`config.mk`:
```
export PLATFORM = sky130hd
export DESIGN_NAME = msfsm_event_decoder
export DESIGN_NICKNAME = d
export VERILOG_FILES = /design/src/rtl/msfsm_dec_pkg.sv /design/src/rtl/msfsm_level_cell.sv /design/src/rtl/msfsm_event_decoder.sv
export SDC_FILE = /design/constraint.sdc
export NUM_CORES = 1
export LEC_CHECK = 0
export ABC_AREA = 1
export BUFFER_PORTS_ARGS = -buffer_cell sky130_fd_sc_hd__buf_2
export CAP_MARGIN = 20
export CORE_MARGIN = 4
export CORE_UTILIZATION = 46
export CTS_CLUSTER_DIAMETER = 80
export DETAILED_ROUTE_END_ITERATION = 6
export PLACE_DENSITY = 0.81
export SYNTH_ARGS = -nofsm -noshare
export SYNTH_HDL_FRONTEND = slang
export SYNTH_SLANG_ARGS = --single-unit
```
`constraint.sdc`:
```
create_clock -name clk -period 2.6 [get_ports clk]
set_input_delay 0.26 -clock clk [delete_from_list [all_inputs] [get_ports clk]]
set_output_delay 0.26 -clock clk [all_outputs]
set_load 0.02 [all_outputs]
```
`src/rtl/msfsm_dec_pkg.sv`:
```
// Shared types and encodings for the MSFSM output-event decoder.
package msfsm_dec_pkg;

  typedef enum logic {
    RUN  = 1'b0,
    HALT = 1'b1
  } state_e;

  // Error type field, err_code[1:0]
  localparam logic [1:0] ERR_NONE      = 2'd0;
  localparam logic [1:0] ERR_CONFLICT  = 2'd1;
  localparam logic [1:0] ERR_REDUNDANT = 2'd2;
  localparam logic [1:0] ERR_DUP       = 2'd3;

  // Signal ID field, err_code[3:2]
  localparam logic [1:0] SIG_NONE = 2'd0;
  localparam logic [1:0] SIG_X    = 2'd1;
  localparam logic [1:0] SIG_RO   = 2'd2;
  localparam logic [1:0] SIG_AO   = 2'd3;

  function automatic logic [3:0] mk_code(input logic [1:0] sig, input logic [1:0] typ);
    return {sig, typ};
  endfunction

endpackage

```
`src/rtl/msfsm_level_cell.sv`:
```
// One handshake signal: turns rise/fall strobes into a registered level,
// classifies protocol errors and reports accepted rising edges.
module msfsm_level_cell
  import msfsm_dec_pkg::*;
#(
  parameter bit INIT = 1'b0
) (
  input  logic       clk,
  input  logic       reset,
  input  logic       enable_i,
  input  logic       rise_a_i,
  input  logic       rise_b_i,
  input  logic       fall_a_i,
  input  logic       fall_b_i,
  output logic       level_o,
  output logic [1:0] err_type_o,
  output logic       acc_rise_o
);

  logic level_q, level_d;
  logic rise, fall;

  // Error classification (dup > conflict > redundant) and next level.
  // A disabled cell sees no strobes at all, so it reports no errors either.
  always_comb begin
    rise       = rise_a_i | rise_b_i;
    fall       = fall_a_i | fall_b_i;
    err_type_o = ERR_NONE;
    if (enable_i) begin
      if ((rise_a_i & rise_b_i) | (fall_a_i & fall_b_i))
        err_type_o = ERR_DUP;
      else if (rise & fall)
        err_type_o = ERR_CONFLICT;
      else if ((rise & level_q) | (fall & ~level_q))
        err_type_o = ERR_REDUNDANT;
    end
    acc_rise_o = enable_i & rise & (err_type_o == ERR_NONE);
    level_d    = level_q;
    if (enable_i && err_type_o == ERR_NONE) begin
      if (rise)      level_d = 1'b1;
      else if (fall) level_d = 1'b0;
    end
  end

  // Level register; reset discards any strobe of the same cycle.
  always_ff @(posedge clk) begin
    if (reset) level_q <= INIT;
    else       level_q <= level_d;
  end

  assign level_o = level_q;

endmodule

```
`src/rtl/msfsm_event_decoder.sv`:
```
// MSFSM output-event decoder: strobes -> registered x/Ro/Ao levels,
// first-error latch with optional halt, and debug handshake counters.
module msfsm_event_decoder
  import msfsm_dec_pkg::*;
#(
  parameter int unsigned CNT_W       = 16,
  parameter bit          INIT_X      = 1'b0,
  parameter bit          INIT_RO     = 1'b0,
  parameter bit          INIT_AO     = 1'b0,
  parameter bit          STOP_ON_ERR = 1'b1
) (
  input  logic             clk,
  input  logic             reset,
  input  logic             x_PLUS,
  input  logic             x_MINUS,
  input  logic             Ro_PLUS,
  input  logic             Ro_PLUSa,
  input  logic             Ro_MINUS,
  input  logic             Ro_MINUSa,
  input  logic             Ao_PLUS,
  input  logic             Ao_MINUS,
  input  logic             err_clr,
  output logic             x,
  output logic             Ro,
  output logic             Ao,
  output logic             err,
  output logic [3:0]       err_code,
  output logic [CNT_W-1:0] ro_cycles,
  output logic [CNT_W-1:0] ao_cycles
);

  state_e           state_q;
  logic             err_q;
  logic [3:0]       code_q;
  logic [CNT_W-1:0] ro_cnt_q, ao_cnt_q;

  logic       enable;
  logic [1:0] x_et, ro_et, ao_et;
  logic       x_acc, ro_acc, ao_acc;
  logic       new_err;
  logic [3:0] new_code;

  // In HALT every strobe is dropped, including those arriving with err_clr.
  assign enable = (state_q == RUN);

  msfsm_level_cell #(.INIT(INIT_X)) u_x (
    .clk(clk), .reset(reset), .enable_i(enable),
    .rise_a_i(x_PLUS), .rise_b_i(1'b0), .fall_a_i(x_MINUS), .fall_b_i(1'b0),
    .level_o(x), .err_type_o(x_et), .acc_rise_o(x_acc)
  );

  msfsm_level_cell #(.INIT(INIT_RO)) u_ro (
    .clk(clk), .reset(reset), .enable_i(enable),
    .rise_a_i(Ro_PLUS), .rise_b_i(Ro_PLUSa), .fall_a_i(Ro_MINUS), .fall_b_i(Ro_MINUSa),
    .level_o(Ro), .err_type_o(ro_et), .acc_rise_o(ro_acc)
  );

  msfsm_level_cell #(.INIT(INIT_AO)) u_ao (
    .clk(clk), .reset(reset), .enable_i(enable),
    .rise_a_i(Ao_PLUS), .rise_b_i(1'b0), .fall_a_i(Ao_MINUS), .fall_b_i(1'b0),
    .level_o(Ao), .err_type_o(ao_et), .acc_rise_o(ao_acc)
  );

  // Signal priority x > Ro > Ao when several signals err in one cycle.
  always_comb begin
    new_err  = 1'b1;
    new_code = mk_code(SIG_NONE, ERR_NONE);
    if (x_et != ERR_NONE)       new_code = mk_code(SIG_X, x_et);
    else if (ro_et != ERR_NONE) new_code = mk_code(SIG_RO, ro_et);
    else if (ao_et != ERR_NONE) new_code = mk_code(SIG_AO, ao_et);
    else                        new_err  = 1'b0;
  end

  // Controller FSM, sticky first-error latch and wrap-around counters.
  // A fresh error beats a simultaneous err_clr.
  always_ff @(posedge clk) begin
    if (reset) begin
      state_q  <= RUN;
      err_q    <= 1'b0;
      code_q   <= 4'd0;
      ro_cnt_q <= '0;
      ao_cnt_q <= '0;
    end else begin
      if (ro_acc) ro_cnt_q <= ro_cnt_q + CNT_W'(1);
      if (ao_acc) ao_cnt_q <= ao_cnt_q + CNT_W'(1);

      case (state_q)
        RUN:     if (new_err && STOP_ON_ERR) state_q <= HALT;
        HALT:    if (err_clr)                state_q <= RUN;
        default:                             state_q <= RUN;
      endcase

      if (new_err && (!err_q || err_clr)) begin
        err_q  <= 1'b1;
        code_q <= new_code;
      end else if (err_clr) begin
        err_q  <= 1'b0;
        code_q <= 4'd0;
      end
    end
  end

  assign err       = err_q;
  assign err_code  = code_q;
  assign ro_cycles = ro_cnt_q;
  assign ao_cycles = ao_cnt_q;

endmodule

```
==> impl_metrics.xml <==
<?xml version="1.0" encoding="UTF-8"?>
<metrics>
  <group name="setup_path">
    <metric name="cp.arrival" unit="ns">1.79</metric>
    <metric name="worstPathRequired" unit="ns">2.82</metric>
    <metric name="r2r_slack" unit="ns">1.02</metric>
    <metric name="r2r-start" unit="">ro_cycles[0]</metric>
    <metric name="r2r_end" unit="">ro_cycles[14]</metric>
    <metric name="critPathCaptureType" unit="">flip-flop</metric>
    <metric name="crit_path_start_kind" unit="">flip-flop</metric>
    <metric name="timing.reg2reg.worst_path_depth" unit="">7</metric>
    <metric name="crit_path_max_fanout" unit="">6</metric>
    <metric name="worst-setup-path-type" unit="">flip-flop to flip-flop</metric>
  </group>
  <group name="routing">
    <metric name="routed_wire_length_per_instance" unit="um">10.8</metric>
    <metric name="dr_total_vias" unit="">2176</metric>
    <metric name="detail-route-antenna-nets" unit="">0</metric>
    <metric name="post_route_drc_violation_count" unit="">0</metric>
    <metric name="wirelength" unit="um">4820</metric>
    <metric name="drt_iter0_drc" unit="">88</metric>
    <metric name="vias_per_std_cell" unit="">4.88</metric>
    <metric name="drt_pass1_iterations" unit="">4</metric>
  </group>
  <group name="timing">
    <metric name="slew_violations" unit="">0</metric>
    <metric name="post-route-min-period" unit="ns">1.58</metric>
    <metric name="worst-slew-pin-transition" unit="ns">0.594</metric>
    <metric name="worst_hold_margin" unit="ns">0.282</metric>
    <metric name="timing.max_slew.rel_slack" unit="%">60.3</metric>
    <metric name="setup-tns-final" unit="ns">0</metric>
    <metric name="setup_repair_after_global_routing_missed_its_margin" unit="">no</metric>
    <metric name="finalSetupViolCount" unit="">0</metric>
    <metric name="report.final.hold_viol_count" unit="">0</metric>
    <metric name="final.setup_skew" unit="ns">0.00550</metric>
    <metric name="max_freq" unit="MHz">634</metric>
    <metric name="layout_worst_path_cycle_share" unit="%">60.6</metric>
    <metric name="final_critical_path_setup_slack" unit="ns">1.02</metric>
  </group>
  <group name="hold_path">
    <metric name="hold_path.class" unit="">input pin to flip-flop</metric>
    <metric name="hold_path_startpoint" unit="">x_MINUS</metric>
    <metric name="min_path_cells" unit="">4</metric>
    <metric name="hold_path_end" unit="">u_x.level_o</metric>
  </group>
  <group name="power_and_ir_drop">
    <metric name="p_int" unit="uW">1020</metric>
    <metric name="netSwitchingFraction" unit="%">25.2</metric>
    <metric name="pwr-share-comb" unit="%">13.2</metric>
    <metric name="power.share.clock" unit="%">38.2</metric>
    <metric name="worst_ir_drop_vdd" unit="uV">393</metric>
    <metric name="design_power_total" unit="uW">1360</metric>
    <metric name="seq_power_share" unit="%">48.6</metric>
    <metric name="net-switching-power" unit="uW">344</metric>
    <metric name="power-per-cell-area" unit="nW/um^2">513</metric>
    <metric name="cellLeakagePower" unit="uW">0.00123</metric>
  </group>
  <group name="cts">
    <metric name="postCtsHoldBufs" unit="">0</metric>
    <metric name="postCtsSetupRepairBufs" unit="">0</metric>
    <metric name="clock_tree_from_tritoncts" unit="">yes</metric>
    <metric name="cts.clk_slew.worst_paths" unit="ns">0.08</metric>
    <metric name="postCtsResizedCells" unit="">0</metric>
    <metric name="clock-sinks" unit="">41</metric>
    <metric name="cts_root_buffer" unit="">clkbuf_8</metric>
    <metric name="cts.htree.levels" unit="">2</metric>
    <metric name="clk-insertion-delay-late" unit="ns">0.29</metric>
    <metric name="deepest_clock_path_buffer_count" unit="">2</metric>
    <metric name="cts_made_buffers" unit="">5</metric>
  </group>
  <group name="global_routing">
    <metric name="first_pass_grt_wire_length" unit="um">8440</metric>
    <metric name="via_count_of_the_first_global_routing_pass" unit="">1980</metric>
    <metric name="global_route.usage.total" unit="%">16.8</metric>
    <metric name="grt_start_max_net_pins" unit="">23</metric>
    <metric name="grt_antenna_before_repair" unit="">0</metric>
    <metric name="grt_overflow" unit="">0</metric>
  </group>
  <group name="floorplanning">
    <metric name="fp.coreArea" unit="sq um">4720</metric>
    <metric name="top_level_ports" unit="">51</metric>
    <metric name="die_h" unit="um">77.8</metric>
    <metric name="rows" unit="">25</metric>
    <metric name="starting_utilization_of_the_core_area" unit="%">47.4</metric>
    <metric name="die_width" unit="um">77.8</metric>
    <metric name="die_area" unit="sq um">6050</metric>
  </group>
  <group name="synth">
    <metric name="synth_most_common_cell" unit="">nand2_1</metric>
    <metric name="yosys.area.top_type" unit="">dfxtp_1</metric>
    <metric name="dominantRegCellSynth" unit="">dfxtp_1</metric>
    <metric name="ys_seq_elements" unit="">41</metric>
    <metric name="synth_cells" unit="">327</metric>
    <metric name="netlist_area" unit="sq um">2240</metric>
    <metric name="synth_largest_type_area_fraction" unit="%">36.7</metric>
    <metric name="synth-warning-count" unit="">0</metric>
    <metric name="syn_nets" unit="">340</metric>
    <metric name="synth_cell_types" unit="">36</metric>
    <metric name="netlist_top_cells_area" unit="">dfxtp_1, nand2_1, a21oi_1</metric>
    <metric name="synth_enable_flop_cells" unit="">0</metric>
    <metric name="synth_async_sr_flop_share" unit="%">0</metric>
    <metric name="yosysSeqAreaShare" unit="%">36.7</metric>
    <metric name="postSynthAreaPerCell" unit="sq um">6.85</metric>
    <metric name="netlist_top_cells_count" unit="">nand2_1, dfxtp_1, inv_1</metric>
  </group>
  <group name="finish">
    <metric name="syn2layout_area_growth" unit="%">18.7</metric>
    <metric name="num_antenna_cells" unit="">0</metric>
    <metric name="final_layout_size_suffix_gt1_share" unit="%">22.4</metric>
    <metric name="nNetsFinal" unit="">391</metric>
    <metric name="fillerInstances" unit="">468</metric>
  </group>
  <group name="placed_design">
    <metric name="placement.io_buffers" unit="">50</metric>
    <metric name="dp_hpwl" unit="um">3650</metric>
    <metric name="worst_slack_after_detailed_placement" unit="ns">0.927</metric>
    <metric name="place_congestion" unit="">0.931</metric>
  </group>
  <group name="flow_run">
    <metric name="max_cap_violations" unit="">0</metric>
  </group>
  <group name="run_status">
    <metric name="status" unit="">completed</metric>
  </group>
</metrics>
-- sequential cells by signal (all words and copies together), names as in the netlist --
register,count
ao_cycles,16
err_code,4
u_x.level_o,1
ro_cycles,16
state_q,1
err,1
u_ro.level_o,1
u_ao.level_o,1
-- cells in the final DEF, fill, tap and decap left out, drive strengths merged, types with 3 or more instances in the layout --
cell type / netlist / final
nand3: 24 / 24
o21ai: 16 / 16
xnor2: 5 / 5
nor2: 44 / 44
buf: 3 / 50
clkbuf: 3 / 7
dfxtp: 41 / 41
nand2: 85 / 85
nand4: 3 / 3
a21oi: 32 / 32
inv: 45 / 45
nor3: 12 / 12
-- logic make-up after synthesis --
group / count (synthesis) / share of synthesized area [%]
buf+inv: 52 / 9.84
flops: 41 / 36.7
compound gates: 55 / 13.2
simple gates: 170 / 36.4
xor+xnor: 7 / 2.74
fa+ha+maj: 2 / 1.12
-- critical path: stages (launching register included) --
cell and delay (ns):
dfxtp_1 0.41, ha_1 0.22, nand2_1 0.11, nor3_1 0.26, nand3_1 0.15, xnor2_1 0.16, nand2_1 0.07, a21oi_1 0.13
-- routing by layer --
metal	global-route usage (%)	up-vias	routed length (um)
li1	-	1151	-
met1	20.1	979	2230
met2	28.6	42	2310
met3	4.87	4	240
met4	5.34	0	38
met5	0	-	0
-- worst max path at each step --
stage / from / endpoint / slack (ns) / cells after the start
after floorplan: ro_cycles[0] / ro_cycles[14] / 1.10 / 7
after global placement: Ro_PLUSa / ro_cycles[4] / 0.98 / 11
after detailed placement: Ro_PLUSa / ro_cycles[4] / 0.93 / 11
after CTS: state_q / ro_cycles[4] / 1.05 / 7
after global routing: state_q / ro_cycles[4] / 0.91 / 7
final: ro_cycles[0] / ro_cycles[14] / 1.02 / 7
-- power groups by stage --
stage                     combinational [uW]  sequential (uW)  clock [uW]
after floorplan                          114              698           0
after global placement                   179              678           0
after detailed placement                 181              678           0
after CTS                                182              664         536
after global routing                     201              667         565
final                                    180              664         521
-- stage by stage --
step | instances | utilization [%] | instance area (sq um)
2_1_floorplan | 327 | - | 2240
3_3_place_gp | 438 | 53.8 | 2540
3_5_place_dp | 438 | 53.8 | 2540
4_1_cts | 446 | 56.3 | 2660
5_1_grt | 446 | 56.3 | 2660
6_report | 446 | 56.3 | 2660
-- layout make-up --
| cell class | instances | area [sq um] | area share (%) |
|---|---|---|---|
| Clock buffer | 7 | 86.3 | 3.25 |
| Clock inverter | 1 | 30.0 | 1.13 |
| Inverter | 46 | 189 | 7.11 |
| Multi-Input combinational cell | 234 | 1200 | 45.1 |
| Sequential cell | 41 | 821 | 30.9 |
| Tap cell | 67 | 83.8 | 3.15 |
| Timing Repair Buffer | 50 | 250 | 9.42 |
No activity file was read; power rests on OpenSTA's default activity.
